<file path="config.mk">
export PLATFORM = sky130hd
export DESIGN_NAME = ahb_bus_arbiter_flat
export DESIGN_NICKNAME = d
export VERILOG_FILES = /design/src/rtl/ahb_bus_arbiter_if.sv /design/src/rtl/ahb_bus_arbiter.sv /design/src/flat_wrapper.sv
export SDC_FILE = /design/constraint.sdc
export NUM_CORES = 1
export LEC_CHECK = 0
export BUFFER_PORTS_ARGS = -buffer_cell sky130_fd_sc_hd__buf_2
export CORE_MARGIN = 5
export CORE_UTILIZATION = 45
export DETAILED_ROUTE_END_ITERATION = 10
export PLACE_DENSITY_LB_ADDON = 0.2
export SYNTH_ARGS = -nofsm -noshare
export SYNTH_HDL_FRONTEND = slang
export SYNTH_SLANG_ARGS = --single-unit
</file>
<file path="constraint.sdc">
create_clock -name clk -period 3.3 [get_ports clk]
set_input_delay 0.165 -clock clk [delete_from_list [all_inputs] [get_ports clk]]
set_output_delay 0.165 -clock clk [all_outputs]
set_load 0.02 [all_outputs]
</file>
<file path="src/rtl/ahb_bus_arbiter_if.sv">
// Request/grant bundle between the AHB-Lite requesters and the bus arbiter.
// The arbiter connects through the slave modport; the requester/bus side uses master.
interface ahb_bus_arbiter_if #(
  parameter int NUM_MASTERS = 2
) ();
  localparam int MW = (NUM_MASTERS > 1) ? $clog2(NUM_MASTERS) : 1;

  logic [NUM_MASTERS-1:0] M_HBUSREQ;
  logic                   HREADY;
  logic [NUM_MASTERS-1:0] M_HGRANT;
  logic [MW-1:0]          HMASTER;
  logic [MW-1:0]          HMASTER_D;
  logic                   arb_busy;

  modport master (
    output M_HBUSREQ, HREADY,
    input  M_HGRANT, HMASTER, HMASTER_D, arb_busy
  );

  modport slave (
    input  M_HBUSREQ, HREADY,
    output M_HGRANT, HMASTER, HMASTER_D, arb_busy
  );
endinterface

</file>
<file path="src/rtl/ahb_bus_arbiter.sv">
// Single-bus AHB-Lite arbiter: one-hot grant, address/data-phase owner indices, tenure limit.
// Define AHB_ARB_ROUND_ROBIN_EN for round-robin selection; fixed lowest-index priority otherwise.
module ahb_bus_arbiter #(
  parameter int NUM_MASTERS    = 2,
  parameter int DEFAULT_MASTER = 0,
  parameter int MAX_HOLD       = 16
) (
  input logic              clk,
  input logic              rst,
  ahb_bus_arbiter_if.slave bus
);
  localparam int MW = (NUM_MASTERS > 1) ? $clog2(NUM_MASTERS) : 1;
  localparam int CW = (MAX_HOLD > 0) ? $clog2(MAX_HOLD + 1) : 1;
  localparam logic [MW-1:0] DEF_IDX = MW'(DEFAULT_MASTER);

  typedef enum logic {IDLE, OWNED} state_t;

  state_t                 state_q, state_d;
  logic [NUM_MASTERS-1:0] grant_q, grant_d;
  logic [MW-1:0]          master_q, master_d;
  logic [MW-1:0]          master_dp_q, master_dp_d;
  logic [CW-1:0]          cnt_q, cnt_d;
  logic [NUM_MASTERS-1:0] req, others;
  logic [MW-1:0]          start, win_all, win_oth, win;
  logic                   owner_req, any_req, any_oth, hold_expired, do_grant;

`ifdef AHB_ARB_ROUND_ROBIN_EN
  logic [MW-1:0] ptr_q, ptr_d;
  assign start = ptr_q;
`else
  assign start = '0;
`endif

  // First set bit at or after 'start', wrapping; start=0 gives fixed lowest-index priority.
  function automatic logic [MW-1:0] pick(input logic [NUM_MASTERS-1:0] r,
                                         input logic [MW-1:0] from);
    logic [MW-1:0] w;
    logic          found;
    int            idx;
    w     = '0;
    found = 1'b0;
    for (int k = 0; k < NUM_MASTERS; k++) begin
      idx = (int'(from) + k) % NUM_MASTERS;
      if (!found && r[idx]) begin
        w     = MW'(idx);
        found = 1'b1;
      end
    end
    return w;
  endfunction

  assign req          = bus.M_HBUSREQ;
  assign others       = req & ~grant_q;
  assign owner_req    = |(req & grant_q);
  assign any_req      = |req;
  assign any_oth      = |others;
  assign win_all      = pick(req, start);
  assign win_oth      = pick(others, start);
  assign hold_expired = (MAX_HOLD != 0) && (int'(cnt_q) == MAX_HOLD - 1);

  always_comb begin
    state_d     = state_q;
    grant_d     = grant_q;
    master_d    = master_q;
    master_dp_d = master_dp_q;
    cnt_d       = cnt_q;
    win         = '0;
    do_grant    = 1'b0;
`ifdef AHB_ARB_ROUND_ROBIN_EN
    ptr_d       = ptr_q;
`endif
    if (bus.HREADY) begin
      master_dp_d = master_q;
      unique case (state_q)
        IDLE: begin
          if (any_req) begin
            do_grant = 1'b1;
            win      = win_all;
          end
        end
        OWNED: begin
          // A release outranks preemption; the owner's bit is already clear in req here.
          if (!owner_req) begin
            if (any_req) begin
              do_grant = 1'b1;
              win      = win_all;
            end else begin
              state_d  = IDLE;
              grant_d  = '0;
              master_d = DEF_IDX;
              cnt_d    = '0;
            end
          end else if (hold_expired && any_oth) begin
            do_grant = 1'b1;
            win      = win_oth;
          end else if (int'(cnt_q) < MAX_HOLD) begin
            cnt_d = cnt_q + CW'(1);
          end
        end
      endcase
      if (do_grant) begin
        state_d  = OWNED;
        grant_d  = NUM_MASTERS'(1) << win;
        master_d = win;
        cnt_d    = '0;
`ifdef AHB_ARB_ROUND_ROBIN_EN
        ptr_d    = MW'((int'(win) + 1) % NUM_MASTERS);
`endif
      end
    end
  end

  always_ff @(posedge clk) begin
    if (rst) begin
      state_q     <= IDLE;
      grant_q     <= '0;
      master_q    <= DEF_IDX;
      master_dp_q <= DEF_IDX;
      cnt_q       <= '0;
`ifdef AHB_ARB_ROUND_ROBIN_EN
      ptr_q       <= '0;
`endif
    end else begin
      state_q     <= state_d;
      grant_q     <= grant_d;
      master_q    <= master_d;
      master_dp_q <= master_dp_d;
      cnt_q       <= cnt_d;
`ifdef AHB_ARB_ROUND_ROBIN_EN
      ptr_q       <= ptr_d;
`endif
    end
  end

  assign bus.M_HGRANT  = grant_q;
  assign bus.HMASTER   = master_q;
  assign bus.HMASTER_D = master_dp_q;
  assign bus.arb_busy  = (state_q == OWNED);
endmodule

</file>
<file path="src/flat_wrapper.sv">
// flat-port wrapper written by rule: the top's interface ports become plain ports
module ahb_bus_arbiter_flat 
#(
  parameter int NUM_MASTERS    = 2,
  parameter int DEFAULT_MASTER = 0,
  parameter int MAX_HOLD       = 16
)
  (clk, rst, bus_M_HBUSREQ, bus_HREADY, bus_M_HGRANT, bus_HMASTER, bus_HMASTER_D, bus_arb_busy);
  ahb_bus_arbiter_if #(.NUM_MASTERS(NUM_MASTERS)) bus_i ();
  input logic clk;
  input logic rst;
  input wire logic [$bits(bus_i.M_HBUSREQ)-1:0] bus_M_HBUSREQ;
  input wire logic [$bits(bus_i.HREADY)-1:0] bus_HREADY;
  output wire logic [$bits(bus_i.M_HGRANT)-1:0] bus_M_HGRANT;
  output wire logic [$bits(bus_i.HMASTER)-1:0] bus_HMASTER;
  output wire logic [$bits(bus_i.HMASTER_D)-1:0] bus_HMASTER_D;
  output wire logic [$bits(bus_i.arb_busy)-1:0] bus_arb_busy;
  assign bus_i.M_HBUSREQ = bus_M_HBUSREQ;
  assign bus_i.HREADY = bus_HREADY;
  assign bus_M_HGRANT = bus_i.M_HGRANT;
  assign bus_HMASTER = bus_i.HMASTER;
  assign bus_HMASTER_D = bus_i.HMASTER_D;
  assign bus_arb_busy = bus_i.arb_busy;
  ahb_bus_arbiter #(.NUM_MASTERS(NUM_MASTERS), .DEFAULT_MASTER(DEFAULT_MASTER), .MAX_HOLD(MAX_HOLD)) u_core (.clk(clk), .rst(rst), .bus(bus_i));
endmodule
</file>
# Yosys cells after proc, flatten, opt, wreduce, memory -nomap -nowiden
# Index checks and enable logic that the tools add are counted.
dict set report classes {
  add_sub_neg 1
  magnitude_cmp 1
  n_eq_ne 6
  n_shift 1
  n_mux 31
  bitwise_logic 4
  reduce_logical 11
}
# op n
set ops {}
lappend ops {{$mux 5} 6}
lappend ops {{$mux 1} 19}
lappend ops {{$mux 2} 4}
lappend ops {{$ne 3x3->1 const B} 2}
lappend ops {{$reduce_or 2->1} 3}
lappend ops {{$add 5x1->5 const B} 1}
lappend ops {{$eq 5x5->1 const B} 1}
lappend ops {{$lt 5x5->1 const B} 1}
lappend ops {{$reduce_and 5->1} 1}
lappend ops {{$and 2x2->2} 2}
lappend ops {{$ne 2x2->1 const B} 2}
lappend ops {{$pmux 1 s2} 2}
lappend ops {{$reduce_and 4->1} 1}
lappend ops {{$logic_and 1x1->1} 3}
lappend ops {{$ne 3x2->1 const B} 1}
lappend ops {{$logic_not 1->1} 2}
lappend ops {{$not 2->2} 1}
lappend ops {{$reduce_bool 2->1} 1}
lappend ops {{$shl 1x1->2 const A} 1}
lappend ops {{$not 1->1} 1}
dict set report totals {
  ff_bits 10
  input_bits 5
  out_inout_bits 5
}

# Longest topological paths before layout
dict set report depth {
  word_depth 12
  depth_mapped 8
  depth_no_buf 8
}

# Worst setup path before layout
# OpenSTA, ideal clock, no wires.
dict set report synth_path {
  path_kind {reg-to-reg}
  start {register u_core.cnt_q[0]}
  end {register u_core.cnt_q[3]}
  setup_time_ns 0.070
  arrival_ns 1.839
  required_ns 3.230
  setup_slack_ns 1.391
  stages_incl_launch_ff 9
  path_buffers 0
  period_less_slack_ns 1.909
  cell_sequence {dfxtp_1 > ha_1 > and3_1 > ha_1 > nor2b_4 > o211ai_4 > a311oi_4 > or4_1 > a21boi_1}
}
dict set report synth_between {
  elab_chain_cells 8
  elab_cells_between_ends 18
  classes_between {add/sub: 1; order compare: 1; eq/ne: 4; mux: 9; reduce/logical: 3}
}
# item line
set synth_lines {}
lappend synth_lines {{start, declared} ahb_bus_arbiter.sv:22} ;# logic [CW-1:0] cnt_q, cnt_d;
lappend synth_lines {{start signal, assigned} ahb_bus_arbiter.sv:128} ;# cnt_q <= cnt_d;
lappend synth_lines {{$eq 5x5->1} ahb_bus_arbiter.sv:59} ;# assign hold_expired = (MAX_HOLD != 0) && (int'(cnt_q) == MAX_HOLD - 1);
lappend synth_lines {{$logic_and 1x1->1} ahb_bus_arbiter.sv:93} ;# end else if (hold_expired && any_oth) begin
lappend synth_lines {{$mux 1} ahb_bus_arbiter.sv:93}
lappend synth_lines {{$mux 1} ahb_bus_arbiter.sv:83} ;# if (!owner_req) begin
lappend synth_lines {{$pmux 1 s2} ahb_bus_arbiter.sv:74} ;# unique case (state_q)
lappend synth_lines {{$mux 1} ahb_bus_arbiter.sv:72} ;# if (bus.HREADY) begin
lappend synth_lines {{$ne 3x2->1 (no line) (tied with other cells)} n/a}
lappend synth_lines {{$reduce_and 5->1 (no line)} n/a}
# Several ways; a longest one is shown, not always the timed one. The select of a mux whose other input is x is not followed.
# A chain may end at the register's enable or synchronous reset.

# Worst setup path after layout
dict set report layout_path {
  start {register u_core.cnt_q[0]}
  end {register u_core.cnt_q[2]}
}
# The elaborated chain is that of the path after synthesis.

==> flow_summary.yaml <==
pwr:
  ir_drop_uv: 178.2
  sw_frac_of_total_pct: 30.14
  p_leak_nw: 0.2746
  seq_power_share_pct: 47.9
  switching_power_w: 0.00007469
  p_clk_share_pct: 36.5
  p_int_w: 0.0001731
  power_frac_comb_pct: 15.6
  powerDensity_mw_per_mm2: 370.2
hold_path:
  hold_end: "u_core.cnt_q[1]"
  hold_depth: 2
  hold_path_class: "in -> reg"
  hold_start: "rst"
worst_setup_path:
  cp-end-kind: "flop"
  path_class: "reg -> reg"
  r2r_start: "u_core.cnt_q[0]"
  crit_fanout: 5
  cp.arrival_ps: 2230
  cp_data_required_time_ps: 3450
  r2r-end: "u_core.cnt_q[2]"
  reg2reg_slack_ps: 1210
  start_kind: "flop"
  r2r_cells: 8
detailed_routing:
  ant_nets: 0
  wl_um: 1233
  num_vias: 516
  firstDrtPassIters: 4
  route.detailed.drc: 0
  wl_per_cell_um: 13.40
  first_iter_violations: 5
  routed_via_density: 5.609
floorplanning:
  die_y_um: 46.61
  die_area_sq_mm: 0.002172
  num_rows: 13
  start_util_pct: 46.93
  core-area_sq_mm: 0.001285
  io_pins: 10
  die_w_um: 46.61
sta:
  setup_violations: 0
  holdWs_ps: 143.5
  worst_pin_slew_ps: 504.0
  fin_tns_setup_ps: 0
  rsz0062_at_grt: "false"
  timing.final.crit_share_pct: 63.27
  slew_violations: 0
  finClkSkew_ps: 10.20
  layout_setup_ws_ps: 1212
  slew_headroom_pct: 66.20
  hold_viol_final: 0
  fin_crit_ps: 2088
  fmaxAchievable_ghz: 0.4790
cells_and_area:
  design_area_sq_um: 669.4
  diodes: 0
  syn_to_final_growth_pct: 11.00
  drive_gt1_share_pct: 23.38
  stdcell_count: 92
  fin_nets: 85
clocking:
  ctsResizeCount: 0
  clock_path_buffers: 2
  ctsHoldBuffers: 0
  cts_buffers: 3
  post_cts_buffers: 0
  cts_tree: "built"
  cts-root-buf: "clkbuf_4"
  htreeDepth: 1
  clk_latency_ps: 270
  cts.sinks: 9
  clkTransAtPathRegs_ps: 60
logic_synthesis:
  syn_avg_cell_area_sq_um: 9.001
  syn_area_sq_um: 603.1
  synth_edf_count: 0
  synth.most_common_cell: "dfxtp_1"
  synthFlopType: "dfxtp_1"
  netlist_top_cells_count: "9 x dfxtp_1, 7 x nand2_1, 4 x inv_1, 4 x nor2b_1"
  synth_top_cell_by_area: "dfxtp_1"
  async_flop_share_pct: 0
  synth_cell_types: 34
  ys_top_cells_by_area: "dfxtp_1 30%, mux2i_1 5.0%, a311oi_4 4.4%"
  synthCells: 67
  synth_top_area_share_pct: 29.88
  syn_nets: 74
  synth-seq-area-share_pct: 29.88
  synth_seq_cells: 9
  yosys_warnings: 0
global_routing:
  antenna_found_initial: 0
  grt_pass1_wl_um: 1994
  grt_pass1_vias: 452
  grt_max_degree: 11
  grt_use_total_pct: 13.39
  overflow: 0
placed_design:
  placedInstanceArea_sq_um: 643.1
  pre_cts_ws_ps: 1222
  place.port_buffers: 9
  dp_hpwl_um: 924.7
  place.gp.congestion: 0.7113
  placedCellCount: 88
run_status:
  status: "finished, final reports clean"
flow_run:
  cap_violations: 0
==> area by class of cell <==
cell class	count	area (sq um)
fillers	115	615.6
multi-input cells	51	384.1
flip-flops and latches	9	180.2
repair buffers	9	45.04
clock buffers	4	26.28
well taps	15	18.77
inverters	4	15.01
==> worst max-delay path by stage <==
stage,from,to,slack (ps),cells past startpoint
2_1_floorplan,u_core.cnt_q[0],u_core.cnt_q[3],1390,8
3_3_place_gp,u_core.cnt_q[0],u_core.cnt_q[2],1240,8
3_5_place_dp,u_core.cnt_q[0],u_core.cnt_q[2],1220,8
4_1_cts,u_core.cnt_q[0],u_core.cnt_q[2],1210,8
5_1_grt,u_core.cnt_q[0],u_core.cnt_q[2],1090,8
6_report,u_core.cnt_q[0],u_core.cnt_q[2],1210,8
==> power groups by stage <==
stage	combinational, W	clock [W]	sequential (W)
floorplan	0.0000273	0	0.000121
finish	0.0000387	0.0000905	0.000119
global route	0.0000419	0.0000990	0.000120
global placement	0.0000383	0	0.000121
CTS	0.0000388	0.0000932	0.000119
detailed placement	0.0000386	0	0.000121
==> layer usage <==
layer  track usage [%]  share of wire [%]
met1             17.05                 49
met2             19.78                 45
met3             3.516                3.3
met4             8.287                2.6
met5                 0                  0
==> cells in the final DEF (no fill, tap or decap), types with 2 or more instances in the layout <==
cell type  Yosys  routed
nand2_1        7       7
inv_1          4       4
nor2_1         3       3
nor3_1         2       2
o21ai_1        2       2
o21ai_0        2       2
ha_1           2       2
nand2b_1       2       2
dfxtp_1        9       9
clkbuf_4       0       3
mux2i_1        3       3
nor2b_1        4       4
nand3_1        3       3
nand4_1        2       2
a21oi_1        2       2
buf_2          1       9
==> state kept, by name, indices dropped and copies added (netlist names) <==
| register | flops |
|---|---|
| u_core.bus.HMASTER | 1 |
| u_core.bus.HMASTER_D | 1 |
| u_core.bus.M_HGRANT | 1 |
| u_core.bus.arb_busy | 1 |
| u_core.cnt_q | 5 |
==> cell families (layout without fill, tap and decap cells) <==
family | count (synthesis) | in the layout | share of synthesized area (%)
simple gates | 29 | 29 | 26.97
compound gates | 17 | 17 | 27.60
flops | 9 | 9 | 29.88
buf+inv | 7 | 17 | 6.430
mux | 3 | 3 | 4.979
fa+ha+maj | 2 | 2 | 4.149
==> stage by stage <==
step / power [W] / util [%]
global route: 0.0002604 / 52.09
finish: 0.0002478 / 52.09
CTS: 0.0002505 / 52.09
global placement: 0.0001593 / 50.05
floorplan: 0.0001484 / -
detailed placement: 0.0001597 / 50.05
==> critical path, cell delays in order (launching register included) <==
cell,delay [ps]
dfxtp_1,330
ha_1,200
and3_1,180
ha_1,250
nor2b_1,250
o21bai_4,90
a311oi_4,400
nor3b_1,130
mux2i_1,140
(Power assumes the default switching activity.)
